**config.mk**
```make
export PLATFORM = sky130hd
export DESIGN_NAME = forwarding_hazard_unit
export DESIGN_NICKNAME = d
export VERILOG_FILES = /design/src/rtl/forwarding_hazard_unit.sv
export SDC_FILE = /design/constraint.sdc
export NUM_CORES = 1
export LEC_CHECK = 0
export ABC_CLOCK_PERIOD_IN_PS = 1550
export CAP_MARGIN = 20
export CELL_PAD_IN_SITES_DETAIL_PLACEMENT = 0
export CELL_PAD_IN_SITES_GLOBAL_PLACEMENT = 1
export CORE_ASPECT_RATIO = 0.8
export CORE_MARGIN = 1
export CORE_UTILIZATION = 25
export DETAILED_ROUTE_END_ITERATION = 10
export MAX_ROUTING_LAYER = met4
export PLACE_DENSITY_LB_ADDON = 0.1
export SLEW_MARGIN = 10
export SYNTH_ARGS = -nofsm -noshare
export SYNTH_HDL_FRONTEND = slang
export SYNTH_SLANG_ARGS = --single-unit
```
**constraint.sdc**
```tcl
create_clock -name clk -period 1.55 [get_ports clk]
set_input_delay 0.31 -clock clk [delete_from_list [all_inputs] [get_ports clk]]
set_output_delay 0.31 -clock clk [all_outputs]
set_load 0.03 [all_outputs]
```
**src/rtl/forwarding_hazard_unit.sv**
```systemverilog
// forwarding_hazard_unit
// Purpose: operand forwarding selects and pipeline stall generation for a
//   5-stage pipeline with a multi-cycle load-use penalty and a multi-cycle,
//   non-pipelined multiplier.
// Ports:
//   clk, reset            rising-edge clock, asynchronous active-high reset
//   id_rs, id_rt, id_mul  sources of the ID instruction, ID is a multiply
//   ex_rs, ex_rt          sources of the EX instruction (forwarding targets)
//   ex_rd, ex_regwrite, ex_memread, ex_mul_start  EX destination and flags
//   mem_rd, mem_regwrite  MEM-stage destination and write enable
//   wb_rd, wb_regwrite    WB-stage destination and write enable
//   forward_a, forward_b  2'b10 = from MEM, 2'b01 = from WB, 2'b00 = register file
//   stall                 freeze PC and IF/ID, bubble into ID/EX
//   mul_busy, mul_done    multiply in flight / one-cycle completion pulse
//   dbgState, dbgLoadRd   load-stall FSM state and latched load destination
// Handshake: none; all inputs are sampled level signals from pipeline registers.
module forwarding_hazard_unit #(
  parameter int REG_AW   = 5,
  parameter int LOAD_LAT = 1,
  parameter int MUL_LAT  = 4
) (
  input  logic              clk,
  input  logic              reset,
  input  logic [REG_AW-1:0] id_rs,
  input  logic [REG_AW-1:0] id_rt,
  input  logic              id_mul,
  input  logic [REG_AW-1:0] ex_rs,
  input  logic [REG_AW-1:0] ex_rt,
  input  logic [REG_AW-1:0] ex_rd,
  input  logic              ex_regwrite,
  input  logic              ex_memread,
  input  logic              ex_mul_start,
  input  logic [REG_AW-1:0] mem_rd,
  input  logic              mem_regwrite,
  input  logic [REG_AW-1:0] wb_rd,
  input  logic              wb_regwrite,
  output logic [1:0]        forward_a,
  output logic [1:0]        forward_b,
  output logic              stall,
  output logic              mul_busy,
  output logic              mul_done,
  output logic [1:0]        dbgState,
  output logic [REG_AW-1:0] dbgLoadRd
);

  typedef enum logic [1:0] {
    IDLE   = 2'd0,
    LSTALL = 2'd1
  } loadState_t;

  loadState_t        state, nextState;
  logic [1:0]        ldCnt, ldCntNext;
  logic [REG_AW-1:0] ldRd, ldRdNext;
  logic              loadHazard, loadStall, mulStall;
  logic [3:0]        mulCnt;
  logic [REG_AW-1:0] mulRd;

  // MEM has priority over WB because it holds the younger result.
  function automatic logic [1:0] fwdSel(input logic [REG_AW-1:0] src);
    logic [1:0] sel;
    sel = 2'b00;
    if (mem_regwrite && (mem_rd != '0) && (mem_rd == src)) sel = 2'b10;
    else if (wb_regwrite && (wb_rd != '0) && (wb_rd == src)) sel = 2'b01;
    return sel;
  endfunction

  always_comb begin
    forward_a = fwdSel(ex_rs);
    forward_b = fwdSel(ex_rt);
  end

  assign loadHazard = ex_memread & ex_regwrite & (ex_rd != '0) &
                      ((ex_rd == id_rs) | (ex_rd == id_rt));

  // Load-use FSM. The first stall cycle is combinational from IDLE; LSTALL
  // covers the remaining LOAD_LAT-1 cycles and ignores new load hazards.
  always_comb begin
    nextState = state;
    ldCntNext = ldCnt;
    ldRdNext  = ldRd;
    loadStall = 1'b0;
    case (state)
      IDLE: begin
        if (loadHazard) begin
          loadStall = 1'b1;
          if (LOAD_LAT > 1) begin
            nextState = LSTALL;
            ldCntNext = 2'(LOAD_LAT - 1);
            ldRdNext  = ex_rd;
          end
        end
      end
      LSTALL: begin
        loadStall = 1'b1;
        if (ldCnt == 2'd1) begin
          nextState = IDLE;
          ldCntNext = 2'd0;
        end else begin
          ldCntNext = ldCnt - 2'd1;
        end
      end
      default: begin
        nextState = IDLE;
        ldCntNext = 2'd0;
      end
    endcase
  end

  always_ff @(posedge clk or posedge reset) begin
    if (reset) begin
      state <= IDLE;
      ldCnt <= 2'd0;
      ldRd  <= '0;
    end else begin
      state <= nextState;
      ldCnt <= ldCntNext;
      ldRd  <= ldRdNext;
    end
  end

  // Multiplier occupancy. A start while busy is ignored; the counter runs
  // MUL_LAT busy cycles and the edge that empties it raises mul_done.
  always_ff @(posedge clk or posedge reset) begin
    if (reset) begin
      mul_busy <= 1'b0;
      mul_done <= 1'b0;
      mulCnt   <= 4'd0;
      mulRd    <= '0;
    end else begin
      mul_done <= 1'b0;
      if (mul_busy) begin
        if (mulCnt == 4'd1) begin
          mul_busy <= 1'b0;
          mulCnt   <= 4'd0;
          mul_done <= 1'b1;
        end else begin
          mulCnt <= mulCnt - 4'd1;
        end
      end else if (ex_mul_start) begin
        mul_busy <= 1'b1;
        mulCnt   <= 4'(MUL_LAT);
        mulRd    <= ex_rd;
      end
    end
  end

  // mulRd == 0 means the product is discarded, so only the structural
  // hazard on a second multiply remains.
  assign mulStall = mul_busy &
                    (((mulRd != '0) & ((id_rs == mulRd) | (id_rt == mulRd))) | id_mul);

  assign stall     = loadStall | mulStall;
  assign dbgState  = state;
  assign dbgLoadRd = ldRd;

endmodule

```
Word-level counts from Yosys, hierarchy flattened
Index checks and enable logic that the tools add are counted.
Widths: inputs -> output; s select.
- order comparisons: 0
- multipliers: 0
- add/subtract/negate cells: 2
- shift operators: 0
- bitwise operators: 11
- div/mod/pow operators: 0
- mux-type cells: 18
- equality and inequality tests: 12
- reduce and logical (&&, ||, !) cells: 14
- operator list (kind ; count):
    $eq 5x5->1 ; 8
    $reduce_bool 5->1 ; 4
    $mux 4 ; 3
    $mux 1 ; 8
    $mux 2 ; 4
    $pmux 2 s2 ; 2
    $logic_and 1x1->1 ; 6
    $and 1x1->1 ; 5
    $eq 2x1->1 const B ; 2
    $eq 4x1->1 const B ; 1
    $or 1x1->1 ; 4
    $reduce_and 2->1 ; 2
    $sub 4x1->4 const B ; 1
    $logic_not 2->1 ; 1
    $ne 2x2->1 const B ; 1
    $not 1->1 ; 2
    $pmux 1 s2 ; 1
    $reduce_bool 2->1 ; 1
    $sub 2x1->2 const B ; 1
- memories kept: 0
- output and inout bits: 14
- word-level logic and storage cells: 63
- bits in registers: 15
- bits in latches: 0
- bits in read-only memories: 0
- bits in writable memories: 0
- input port bits: 43

Logic depth before layout (Yosys ltp)
- depth after elaboration: 6
- mapped depth: 5
- depth with buffers taken out: 5

Worst setup path before layout
Ideal clock, no wire load.
- kind: in2out
- start point: input mem_rd[4]
- end point: output forward_a[0]
- path buffers: 0
- cell stages on the path: 4
- data arrival time: 1.945 ns
- data required time: 1.240 ns
- path slack: -0.705 ns
- cell sequence: xnor2_1 nand3_1 nor4_1 nor4_2
- longest elaborated chain between the ends: 4
- elaborated cells between the ends (all ways): 5
- classes of those cells: eq/ne: 1; mux: 1; reduce/logical: 3
- ends and longest elaborated chain (what ; line ; text):
    from (decl) ; 33 ; input logic [REG_AW-1:0] mem_rd,
    $reduce_bool 5->1 ; 62 ; if (mem_regwrite && (mem_rd != '0) && (mem_rd == src)) sel = 2'b10;
    $logic_and 1x1->1 ; 62 ;
    $logic_and 1x1->1 * ; 62 ;
    $mux 2 * ; 62 ;
    to (decl) ; 37 ; output logic [1:0] forward_a,
Every way passes the cells marked *; elsewhere a longest branch is shown, timed or not.

Final worst setup path
- start point: input wb_rd[4]
- end point: output forward_b[0]
- longest elaborated chain between the ends: 5
- elaborated cells between the ends (all ways): 6
- classes of those cells: eq/ne: 1; mux: 2; reduce/logical: 3
- ends and longest elaborated chain (what ; line ; text):
    from (decl) ; 35 ; input logic [REG_AW-1:0] wb_rd,
    $reduce_bool 5->1 ; 63 ; else if (wb_regwrite && (wb_rd != '0) && (wb_rd == src)) sel = 2'b01;
    $logic_and 1x1->1 ; 63 ;
    $logic_and 1x1->1 * ; 63 ;
    $mux 1 * ; 63 ;
    $mux 2 * ; 62 ;
    to (decl) ; 38 ; output logic [1:0] forward_b,
Marked as above.

==> flow_metrics.env <==
export IMPL_cts_buffers=3
export IMPL_worstSetupPathType="input port to output pin"
export IMPL_startpoint_type="input port"
export IMPL_endpoint_kind="output pin"
export IMPL_synth_yosys_seq_area_share=0.263
export IMPL_hp_class="input port to async pin"
export IMPL_place_area_um2=1850
export IMPL_grt_pass1_wl_um=5270
export IMPL_final_setup_tns_ns=-1.72
export IMPL_dieWidth_um=74.4
export IMPL_port_buffers=49
export IMPL_grtUsageTotal=0.162
export IMPL_critical_path_arrival_ns=1.64
export IMPL_synth_cell_type_count=27
export IMPL_vdd_ir_drop_max_v=0.000734
export IMPL_slowest_delay_ns=0.54
export IMPL_clk_path_buf_depth=2
export IMPL_vias_per_cell=4.35
export IMPL_cp_slowest_cell="or4_4"
export IMPL_path_cells="buf_6 > buf_6 > xor2_2 > or4_4 > nor4_4 > buf_6"
export IMPL_syn_to_final_growth_pct=97.6
export IMPL_totalWireLength_um=3320
export IMPL_synth_area_um2=1050
export IMPL_ant_nets=0
export IMPL_leakage_nw=0.951
export IMPL_vias=1126
export IMPL_rsz0062_at_grt="true"
export IMPL_synth_edf_count=0
export IMPL_min_period_ns=1.95
export IMPL_cts_tree="done"
export IMPL_antenna_found_initial=0
export IMPL_clock_skew_ns=0.00273
export IMPL_final_area_um2=2070
export IMPL_p_switching_mw=0.756
export IMPL_place_congestion=0.848
export IMPL_utilization=0.530
export IMPL_ctsHoldBuffers=0
export IMPL_synth_top_flop_cell="dfrtp_1"
export IMPL_pre_cts_ws_ns=-0.778
export IMPL_worst_path_buf_inv=3
export IMPL_ys_seq_elements=11
export IMPL_p_comb_frac=0.561
export IMPL_initial_utilization=0.268
export IMPL_violations="setup timing"
export IMPL_die_area_um2=4450
export IMPL_avgSynthCellArea_um2=9.11
export IMPL_yosysWarnings=0
export IMPL_total_power_mw=1.96
export IMPL_fin_ws_ns=-0.405
export IMPL_finalSetupViolCount=5
export IMPL_period_share=1.26
export IMPL_route_detailed_drc=0
export IMPL_grt_max_degree=12
export IMPL_yosysMostFrequentCell="xor2_1"
export IMPL_synth_largest_area_cell="dfrtp_1"
export IMPL_r2r_setup_slack_ns=0.23
export IMPL_drt_first_iter_violations=19
export IMPL_clock_sinks=11
export IMPL_timing_final_hold_violations=0
export IMPL_rows=20
export IMPL_max_freq_ghz=0.512
export IMPL_netlist_top_cells_count="xor2_1, xnor2_1, dfrtp_1"
export IMPL_clk_latency_ns=0.23
export IMPL_path_clk_slew_ns=0.05
export IMPL_layout_nets=250
export IMPL_power_density_nw_per_um2=949
export IMPL_synth_top_cell_area_share=0.263
export IMPL_maxCapViolations=0
export IMPL_die_h_um=59.9
export IMPL_fill_cells=363
export IMPL_clkPwrFrac=0.143
export IMPL_seq_power_share=0.296
export IMPL_cp_top_family="simple AND/OR/NAND/NOR gates"
export IMPL_grt_pass1_vias=1141
export IMPL_maxSlewViolCount=0
export IMPL_first_pass_iters=4
export IMPL_core_area_um2=3900
export IMPL_async_flop_share=1.00
export IMPL_cp_required_ns=1.24
export IMPL_swShare=0.385
export IMPL_antenna_cells=0
export IMPL_cp_common_cell="buf_6"
export IMPL_post_drt_wl_per_cell_um=12.8
export IMPL_drive_gt1_frac=0.451
export IMPL_h_tree_depth=1
export IMPL_status="finished, violations left"
export IMPL_synth_cells=115
export IMPL_synth_area_leaders="dfrtp_1, xor2_1, xnor2_1"
export IMPL_dpl_hpwl_um=2640
export IMPL_p_int_mw=1.21
export IMPL_boundaryPins=57
export IMPL_grt_overflow_total=0
export IMPL_cts_root_buf="clkbuf_8"
export IMPL_crit_path_max_fanout=2
## cell type report
cell class	count	area, um^2	share of cell area
Inverter	6	22.5	0.0109
Clock buffer	4	45.0	0.0218
Tap cell	55	68.8	0.0333
Sequential cell	11	277	0.134
Multi-Input combinational cell	97	896	0.433
Timing Repair Buffer	86	761	0.368
## worst register-to-register path, stage by stage, from the launching register on
cell and delay [ns]:
dfrtp_1 0.42, inv_1 0.17, nand2_1 0.23, mux2_2 0.37
## placed cells by master, fill, tap and decap left out, drive strengths merged
cell type	n
buf	52
xor2	21
xnor2	19
dlygate4sd2	14
dfrtp	11
clkbuf	9
clkdlybuf4s50	8
conb	7
inv	6
nand2	6
mux2	5
or4	5
nand3	5
nor2	4
nor4	4
nor3	4
dlymetal6s2s	4
o21ai	4
clkdlybuf4s15	3
a31oi	2
ha	2
o22ai	2
nand3b	1
o41ai	1
o211ai	1
o32ai	1
a21oi	1
o2111ai	1
o221ai	1
## worst paths after layout
path,from,endpoint,cells past startpoint
setup / recovery,wb_rd[4],forward_b[0],6
hold / removal,reset,mul_busy,2
setup reg to reg,mul_busy,mulRd[2],3
hold reg to reg,mulCnt[3],mul_done,1
max in group asynchronous,reset,mulRd[1],2
min in group clk,mulCnt[3],mul_done,1
## per-stage QoR
step / hold slack, ns / std cells
3_5_place_dp: 0.485 / 250
3_3_place_gp: 0.478 / 250
6_report: 0.366 / 259
2_1_floorplan: 0.162 / 121
5_1_grt: 0.420 / 259
4_1_cts: 0.377 / 258
## layer usage
layer / vias up / wire length (um) / track usage
li1: 565 / - / -
met1: 526 / 1640 / 0.223
met2: 33 / 1510 / 0.255
met3: 2 / 160 / 0.0185
met4: 0 / 9 / 0.0404
met5: - / 0 / -
## power by group through the flow
stage          sequential (mW)  combinational [mW]  clock (mW)
2_1_floorplan            0.579               0.556           0
3_3_place_gp             0.580               0.999           0
3_5_place_dp             0.585                1.00           0
4_1_cts                  0.577                1.06       0.296
5_1_grt                  0.602                1.22       0.303
6_report                 0.582                1.10       0.281
## state kept, by name, indices dropped and copies added, names as in the netlist
signal	flops
mul_done	1
mulCnt	4
mulRd	5
mul_busy	1
## logic make-up after synthesis
family | synth area share
XOR/XNOR | 0.335
AND/OR/NAND/NOR | 0.158
AO/OA/AOI/OAI | 0.0920
multiplexers | 0.0538
adder cells (fa/ha/maj) | 0.0239
other | 0.00358
flip-flops | 0.263
buffers and inverters | 0.0717
## repair_timing
item                                    CTS  global route
resized for setup                        80            39
endpoints found under the setup margin    7             5
pin swaps                                24            14
setup buffers                             4             1
Power figures use the tool's default switching activity.
